### src/rtl/timer_dev.sv
// Memory-mapped countdown timer: CTRL/PRESET/COUNT registers, one-shot or auto-reload,
// with a maskable interrupt flag cleared by any CTRL or PRESET write.
module timer_dev #(
  parameter int unsigned CTRL_BITS  = 4,
  parameter logic [31:0] PRESET_RST = 32'd0
) (
  input  logic        clk,
  input  logic        clr,
  input  logic [1:0]  A,
  input  logic        WE,
  input  logic [31:0] DIN,
  output logic [31:0] DOUT,
  output logic        IRQ
);

  typedef enum logic [1:0] {StIdle, StLoad, StCnt, StInt} state_e;

  state_e                state_q;
  logic [CTRL_BITS-1:0]  ctrl_q;
  logic [31:0]           preset_q;
  logic [31:0]           count_q;
  logic                  irq_q;

  logic       en;
  logic [1:0] mode;
  logic       im;
  logic       wr_ctrl;
  logic       wr_preset;

  assign en        = ctrl_q[0];
  assign mode      = ctrl_q[2:1];
  assign im        = ctrl_q[3];
  assign wr_ctrl   = WE && (A == 2'd0);
  assign wr_preset = WE && (A == 2'd1);

  always_ff @(posedge clk) begin
    if (clr) begin
      state_q  <= StIdle;
      ctrl_q   <= '0;
      preset_q <= PRESET_RST;
      count_q  <= 32'd0;
      irq_q    <= 1'b0;
    end else begin
      case (state_q)
        StIdle: begin
          if (en) state_q <= StLoad;
        end
        StLoad: begin
          count_q <= preset_q;
          state_q <= StCnt;
        end
        StCnt: begin
          if (!en) begin
            state_q <= StIdle;
          end else if (count_q > 32'd1) begin
            count_q <= count_q - 32'd1;
          end else begin
            // COUNT of 0 or 1 both terminate here, so PRESET=0 acts like 1
            count_q <= 32'd0;
            irq_q   <= 1'b1;
            state_q <= StInt;
          end
        end
        StInt: begin
          state_q <= StIdle;
          if (mode == 2'b01) irq_q <= 1'b0;
          else               ctrl_q[0] <= 1'b0;
        end
        default: state_q <= StIdle;
      endcase

      // CPU writes are last so they override the FSM's En clear and flag set
      if (wr_ctrl)   ctrl_q   <= DIN[CTRL_BITS-1:0];
      if (wr_preset) preset_q <= DIN;
      if (wr_ctrl || wr_preset) irq_q <= 1'b0;
    end
  end

  always_comb begin
    DOUT = 32'd0;
    case (A)
      2'd0:    DOUT = 32'(ctrl_q);
      2'd1:    DOUT = preset_q;
      2'd2:    DOUT = count_q;
      default: DOUT = 32'd0;
    endcase
  end

  assign IRQ = irq_q & im;

endmodule

### config.mk
export PLATFORM = sky130hd
export DESIGN_NAME = timer_dev
export DESIGN_NICKNAME = d
export VERILOG_FILES = /design/src/rtl/timer_dev.sv
export SDC_FILE = /design/constraint.sdc
export NUM_CORES = 1
export LEC_CHECK = 0
export CAP_MARGIN = 20
export CORE_ASPECT_RATIO = 1.5
export CORE_MARGIN = 2
export CORE_UTILIZATION = 55
export DETAILED_ROUTE_END_ITERATION = 16
export PLACE_DENSITY = 0.92
export SETUP_SLACK_MARGIN = 0.1
export SLEW_MARGIN = 10
export SYNTH_ARGS = -nofsm -noshare
export SYNTH_HDL_FRONTEND = slang
export SYNTH_SLANG_ARGS = --single-unit
### constraint.sdc
create_clock -name clk -period 6.15 [get_ports clk]
set_input_delay 1.23 -clock clk [delete_from_list [all_inputs] [get_ports clk]]
set_output_delay 1.23 -clock clk [all_outputs]
set_load 0.01 [all_outputs]
==> flow_summary.yaml, run 1 <==
status:
  status: "complete, no violations"
pwr:
  ir_drop_mv: 0.239
  p_per_area_nw_per_um2: 244
  power_leakage_nw: 1.77
  finalPower_mw: 1.18
worst_setup_path:
  required_ns: 4.92
  slowest_delay_ns: 0.66
  worstSetupPathType: "in2out"
  worstPathArrival_ns: 3.62
  crit_path_top_delay_cell: "clkdlybuf4s50_1"
  cp_common_cell: "clkdlybuf4s50_1"
  worst_setup_path_start_kind: "input port"
  path_cells: "clkdlybuf4s50_1 -> inv_1 -> nor2_2 -> buf_4 -> a22o_1 -> clkdlybuf4s50_1"
  cp_max_fo: 15
  ff2ff_path_depth: 7
  end_kind: "output port"
routing:
  drt-pass1-iter-count: 6
  via_per_inst: 6.46
  ant_nets: 0
  vias: 4241
  wl_per_cell_um: 17.0
  totalWireLength_um: 11200
  drt_iter0_drc: 523
  drcViolationCount: 0
grt:
  antenna_found_initial: 0
  grt_max_degree: 72
  grt_pass1_wl_um: 18400
  grtUsageTotal_pct: 29.9
  grt_pass1_vias: 3960
  overflow: 0
floorplan:
  io_pins: 70
  dieHeight_um: 107
  start_util_pct: 56.5
  row_count: 37
  design.core.area_um2: 6850
  dieArea_um2: 7740
  fp.dieW_um: 72.5
synth:
  synth_top_area_share_pct: 36.7
  synth-edff-count: 0
  yosysWarnings: 0
  synth_top_cells_by_area: "dfxtp_1, nand2_1, a21oi_1, a22o_1, o21ai_0"
  syn_inst: 525
  async_reset_ff_share_pct: 0
  yosys.area.top_type: "dfxtp_1"
  synth_ff_type: "dfxtp_1"
  ys_seq_area_share_pct: 36.7
  yosysUniqueCellTypes: 42
  ys_ff_latch: 71
  synth_area_per_cell_um2: 7.37
  synth_area_um2: 3870
  synth_nets: 564
clock_tree:
  clk_latency_ns: 0.35
  post-cts-setup-buffer-count: 0
  tritoncts: "yes"
  cts-hold-fix-buffers: 0
  htreeDepth: 3
  clk_pin_slew_ns: 0.08
  cts_buffers: 9
  clock_sinks: 71
  ctsResizeCount: 0
  root_buffer: "clkbuf_8"
  cts_buffer_depth: 2
sta:
  drv_slew: 0
  clock.fmax_mhz: 206
  worstMarginPinSlew_ns: 1.08
  period_minus_slack_ns: 4.85
  timing.slew.headroom_pct: 27.8
  fin_crit_sh_pct: 78.8
  skew_ns: 0.0120
  finalSetupViolCount: 0
  rsz0062_at_grt: "no"
  tns_ns: 0
  finalHoldViolations: 0
run:
  cap_viol_max_count: 0
finish:
  area_delta_synth_final_pct: 25.0
  num-nets-final: 612
  drive_gt1_share_pct: 6.23
  final_core_util_pct: 70.6
  insertedDiodeCount: 0
place:
  dp_hpwl_um: 7460
  port_buffers: 69
  gp_congestion: 0.926
hold_path:
  hold_path_class: "reg2reg"
  hold_depth: 2
per-layer routing:
metal  vias up  wire length, um  GRT usage [%]
met5         -                0              0
met3        46              847           4.98
met1      1966             4010           34.3
met2       252             5820           51.6
li1       1977                -              -
met4         0              499           16.8
cell families after synthesis:
kind of cell / synth area share [%]
simple gates: 26.9
compound gates: 27.4
flops: 36.7
buf+inv: 5.30
mux: 2.10
xor+xnor: 0.905
fa+ha+maj: 0.647
area by class of cell:
class / instances / area, um^2
Clock buffer: 11 / 151
Clock inverter: 5 / 128
Fill cell: 544 / 2010
Inverter: 12 / 45.0
Multi-Input combinational cell: 404 / 2250
Sequential cell: 71 / 1420
Tap cell: 78 / 97.6
Timing Repair Buffer: 75 / 746
per-stage QoR:
stage                     instances  setup WS [ns]  instance area, um^2  hold WS (ns)
after floorplan                 525           2.45                 3870         0.446
after global placement          638           1.43                 4530         0.458
after detailed placement        638           1.33                 4530         0.466
after CTS                       654           1.34                 4810         0.476
after global routing            656           1.16                 4840         0.498
final                           656           1.30                 4840         0.476
registers in the layout, summed over array words and instances, names as in the netlist:
signal,cells
preset_q,32
state_q,2
irq_q,1
ctrl_q,4
count_q,32
worst max-delay path, delay by kind of cell:
family | cells | cell delay [ns]
buf+inv | 4 | 1.64
simple gates | 1 | 0.55
compound gates | 1 | 0.18
final timing paths:
check	to	startpoint	slack (ns)
setup / recovery	DOUT[30]	A[1]	1.30
hold reg to reg	preset_q[13]$_SDFFE_PP0P_	preset_q[13]$_SDFFE_PP0P_	0.48
setup reg to reg	count_q[1]$_SDFFE_PP0P_	count_q[8]$_SDFFE_PP0P_	3.22
hold / removal	preset_q[13]$_SDFFE_PP0P_	preset_q[13]$_SDFFE_PP0P_	0.48
layout by cell type (no fill, tap or decap), drive strengths merged, types with 11 or more instances in the layout:
master         netlist  routed
o21ai               43      43
dfxtp               71      71
nand2              111     111
clkbuf              33      11
clkdlybuf4s50        0      68
a211oi              23      23
a22o                28      28
a21oi               58      58
nor2                43      43
nor3                11      11
inv                 12      12
cell usage after synthesis (2+ instances only):
cell type / n
nand2_1: 111
dfxtp_1: 71
a21oi_1: 58
nor2_1: 43
o21ai_0: 43
clkbuf_1: 33
a22o_1: 28
a211oi_1: 23
inv_1: 12
nor3_1: 10
nor4_1: 9
mux2i_1: 7
nand3_1: 7
o31ai_1: 6
or4_1: 6
nand2b_1: 5
and2_1: 4
or3_1: 4
xor2_1: 4
a221oi_1: 3
nand4_1: 3
nor2b_1: 3
or4_4: 3
a2111oi_0: 2
a21boi_1: 2
a31oi_1: 2
and3_1: 2
buf_2: 2
buf_6: 2
ha_1: 2
nor3b_1: 2
nor4b_1: 2
or2_2: 2
power by group:
part / switching, mW / internal, mW / total (mW)
Clock: 0.178 / 0.333 / 0.510
Combinational: 0.102 / 0.0798 / 0.182
Sequential: 0.0167 / 0.473 / 0.489
(Power assumes the default switching activity.)
==> run 2, diff against run 1 <==
--- a/config.mk
+++ b/config.mk
@@ -8,9 +8,9 @@
 export CAP_MARGIN = 20
 export CORE_ASPECT_RATIO = 1.5
 export CORE_MARGIN = 2
-export CORE_UTILIZATION = 55
+export CORE_UTILIZATION = 48
 export DETAILED_ROUTE_END_ITERATION = 16
-export PLACE_DENSITY = 0.92
+export PLACE_DENSITY = 0.86
 export SETUP_SLACK_MARGIN = 0.1
 export SLEW_MARGIN = 10
 export SYNTH_ARGS = -nofsm -noshare
==> constraint.sdc (replaced) <==
create_clock -name clk -period 4.1 [get_ports clk]
set_input_delay 0.82 -clock clk [delete_from_list [all_inputs] [get_ports clk]]
set_output_delay 0.82 -clock clk [all_outputs]
set_load 0.01 [all_outputs]
==> flow_summary.yaml, run 2 (same netlist as run 1, synthesis figures left out) <==
status:
  status: "complete, no violations"
pwr:
  power_leakage_nw: 1.77
  power_frac_seq_pct: 43.0
  p_clk_share_pct: 40.9
  comb_power_share_pct: 16.1
  p_sw_share_pct: 26.7
  ir_drop_mv: 0.230
  switchingPower_mw: 0.456
  intPower_mw: 1.25
  p_per_area_nw_per_um2: 352
sta:
  clock.fmax_mhz: 280
  rsz0062_at_grt: "no"
  drv_slew: 0
  fin_crit_sh_pct: 87.2
  skew_ns: 0.00508
  timing.slew.headroom_pct: 40.2
  period_minus_slack_ns: 3.58
  worstMarginPinSlew_ns: 0.895
  finalSetupViolCount: 0
  finalHoldViolations: 0
  tns_ns: 0
clock_tree:
  clk_pin_slew_ns: 0.05
  ctsResizeCount: 0
  post-cts-setup-buffer-count: 0
  cts-hold-fix-buffers: 0
  clk_latency_ns: 0.34
  htreeDepth: 3
  cts_buffer_depth: 2
  cts_buffers: 9
  tritoncts: "yes"
  root_buffer: "clkbuf_16"
  clock_sinks: 71
finish:
  final_cell_mix: "nand2_1, dfxtp_1, clkdlybuf4s50_1"
  drive_gt1_share_pct: 5.86
  final_common_cell: "nand2_1"
  insertedDiodeCount: 0
  stdcell_count: 685
  reg.largest.list: "count_q x32, preset_q x32, ctrl_q x4"
  num-nets-final: 615
  area_delta_synth_final_pct: 25.5
  nFillCells: 735
hold_path:
  hold_path_class: "reg2reg"
place:
  place_inst: 670
  port_buffers: 69
  gp_congestion: 0.944
  dp_hpwl_um: 7740
routing:
  totalWireLength_um: 11300
  drcViolationCount: 0
  drt-pass1-iter-count: 5
  via_per_inst: 6.05
  wl_per_cell_um: 16.5
  ant_nets: 0
  vias: 4142
  drt_iter0_drc: 310
worst_setup_path:
  crit_path_top_delay_cell: "clkdlybuf4s50_1"
  required_ns: 3.28
  cp_max_fo: 17
  path_cells: "clkdlybuf4s50_1 -> inv_1 -> nor2_2 -> buf_4 -> a22o_1 -> clkdlybuf4s50_1"
  path_delay_family: "buffers and inverters"
  worstSetupPathType: "in2out"
  cp_common_cell: "clkdlybuf4s50_1"
  path_buf_inv: 4
  end_kind: "output port"
  slowest_delay_ns: 0.70
  worst_setup_path_start_kind: "input port"
  worstPathArrival_ns: 2.76
grt:
  grt_max_degree: 50
  antenna_found_initial: 0
  grtUsageTotal_pct: 26.5
  grt_pass1_vias: 4086
  grt_pass1_wl_um: 18800
  overflow: 0
floorplan:
  dieArea_um2: 8810
  row_count: 40
  dieHeight_um: 114
  fp.dieW_um: 77.3
  io_pins: 70
  start_util_pct: 48.9
  design.core.area_um2: 7910
run:
  cap_viol_max_count: 0
==> run 2: cell types whose count changed in the layout (fill, tap and decap cells not counted), sizes merged <==
| cell | before | now |
|---|---|---|
| buf | 7 | 10 |
| clkinv | 0 | 1 |
| clkbuf | 11 | 14 |
| bufinv | 4 | 0 |
| clkinvlp | 1 | 0 |
==> run 2: worst paths after layout <==
kind | from | end | slack, ns | depth (start not counted)
worst max register to register | count_q[8]$_SDFFE_PP0P_ | count_q[1]$_SDFFE_PP0P_ | 1.23 | 7
worst min register to register | preset_q[29]$_SDFFE_PP0P_ | preset_q[29]$_SDFFE_PP0P_ | 0.47 | 2
worst max-delay path | A[1] | DOUT[10] | 0.52 | 6
worst min-delay path | preset_q[29]$_SDFFE_PP0P_ | preset_q[29]$_SDFFE_PP0P_ | 0.47 | 2
==> run 2: per-stage QoR <==
| stage | setup WS [ns] | area (um^2) | utilization (%) | hold WS, ns | power, mW |
|---|---|---|---|---|---|
| detailed placement | 0.552 | 4600 | 58.2 | 0.463 | 1.02 |
| floorplan | 1.22 | 3870 | - | 0.446 | 0.919 |
| CTS | 0.545 | 4860 | 61.4 | 0.471 | 1.70 |
| global placement | 0.586 | 4600 | 58.2 | 0.459 | 1.01 |
| global route | 0.456 | 4860 | 61.4 | 0.491 | 1.76 |
| finish | 0.523 | 4860 | 61.4 | 0.473 | 1.71 |
==> run 2: final cells by class <==
| type | count | area (um^2) | share of cell area, % |
|---|---|---|---|
| inverter | 12 | 45.0 | 0.927 |
| clock inverter | 1 | 5.00 | 0.103 |
| multi-input combinational | 404 | 2250 | 46.3 |
| timing repair buffer | 78 | 753 | 15.5 |
| tap | 105 | 131 | 2.70 |
| sequential | 71 | 1420 | 29.3 |
| clock buffer | 14 | 254 | 5.23 |
==> run 2: power by group through the flow <==
stage / registers, mW / clock network, mW / logic, mW
2_1_floorplan: 0.738 / 0 / 0.181
3_3_place_gp: 0.747 / 0 / 0.261
3_5_place_dp: 0.748 / 0 / 0.269
4_1_cts: 0.733 / 0.697 / 0.272
5_1_grt: 0.736 / 0.724 / 0.302
6_report: 0.734 / 0.699 / 0.276
==> run 2: worst register-to-register path, stage by stage, from the launching register on <==
cell      delay, ns
dfxtp_1        0.37
nor4_1         0.71
or4b_1         0.57
nor3_2         0.20
nor2_1         0.21
buf_4          0.28
a221oi_1       0.28
a211oi_1       0.10
==> run 2: layer usage <==
layer,part of all wire (%),track usage [%],routed length (um)
met2,53,47.2,6020
met5,0,0,0
met3,6.2,5.14,697
met4,2.5,14.4,278
met1,38,29.4,4330
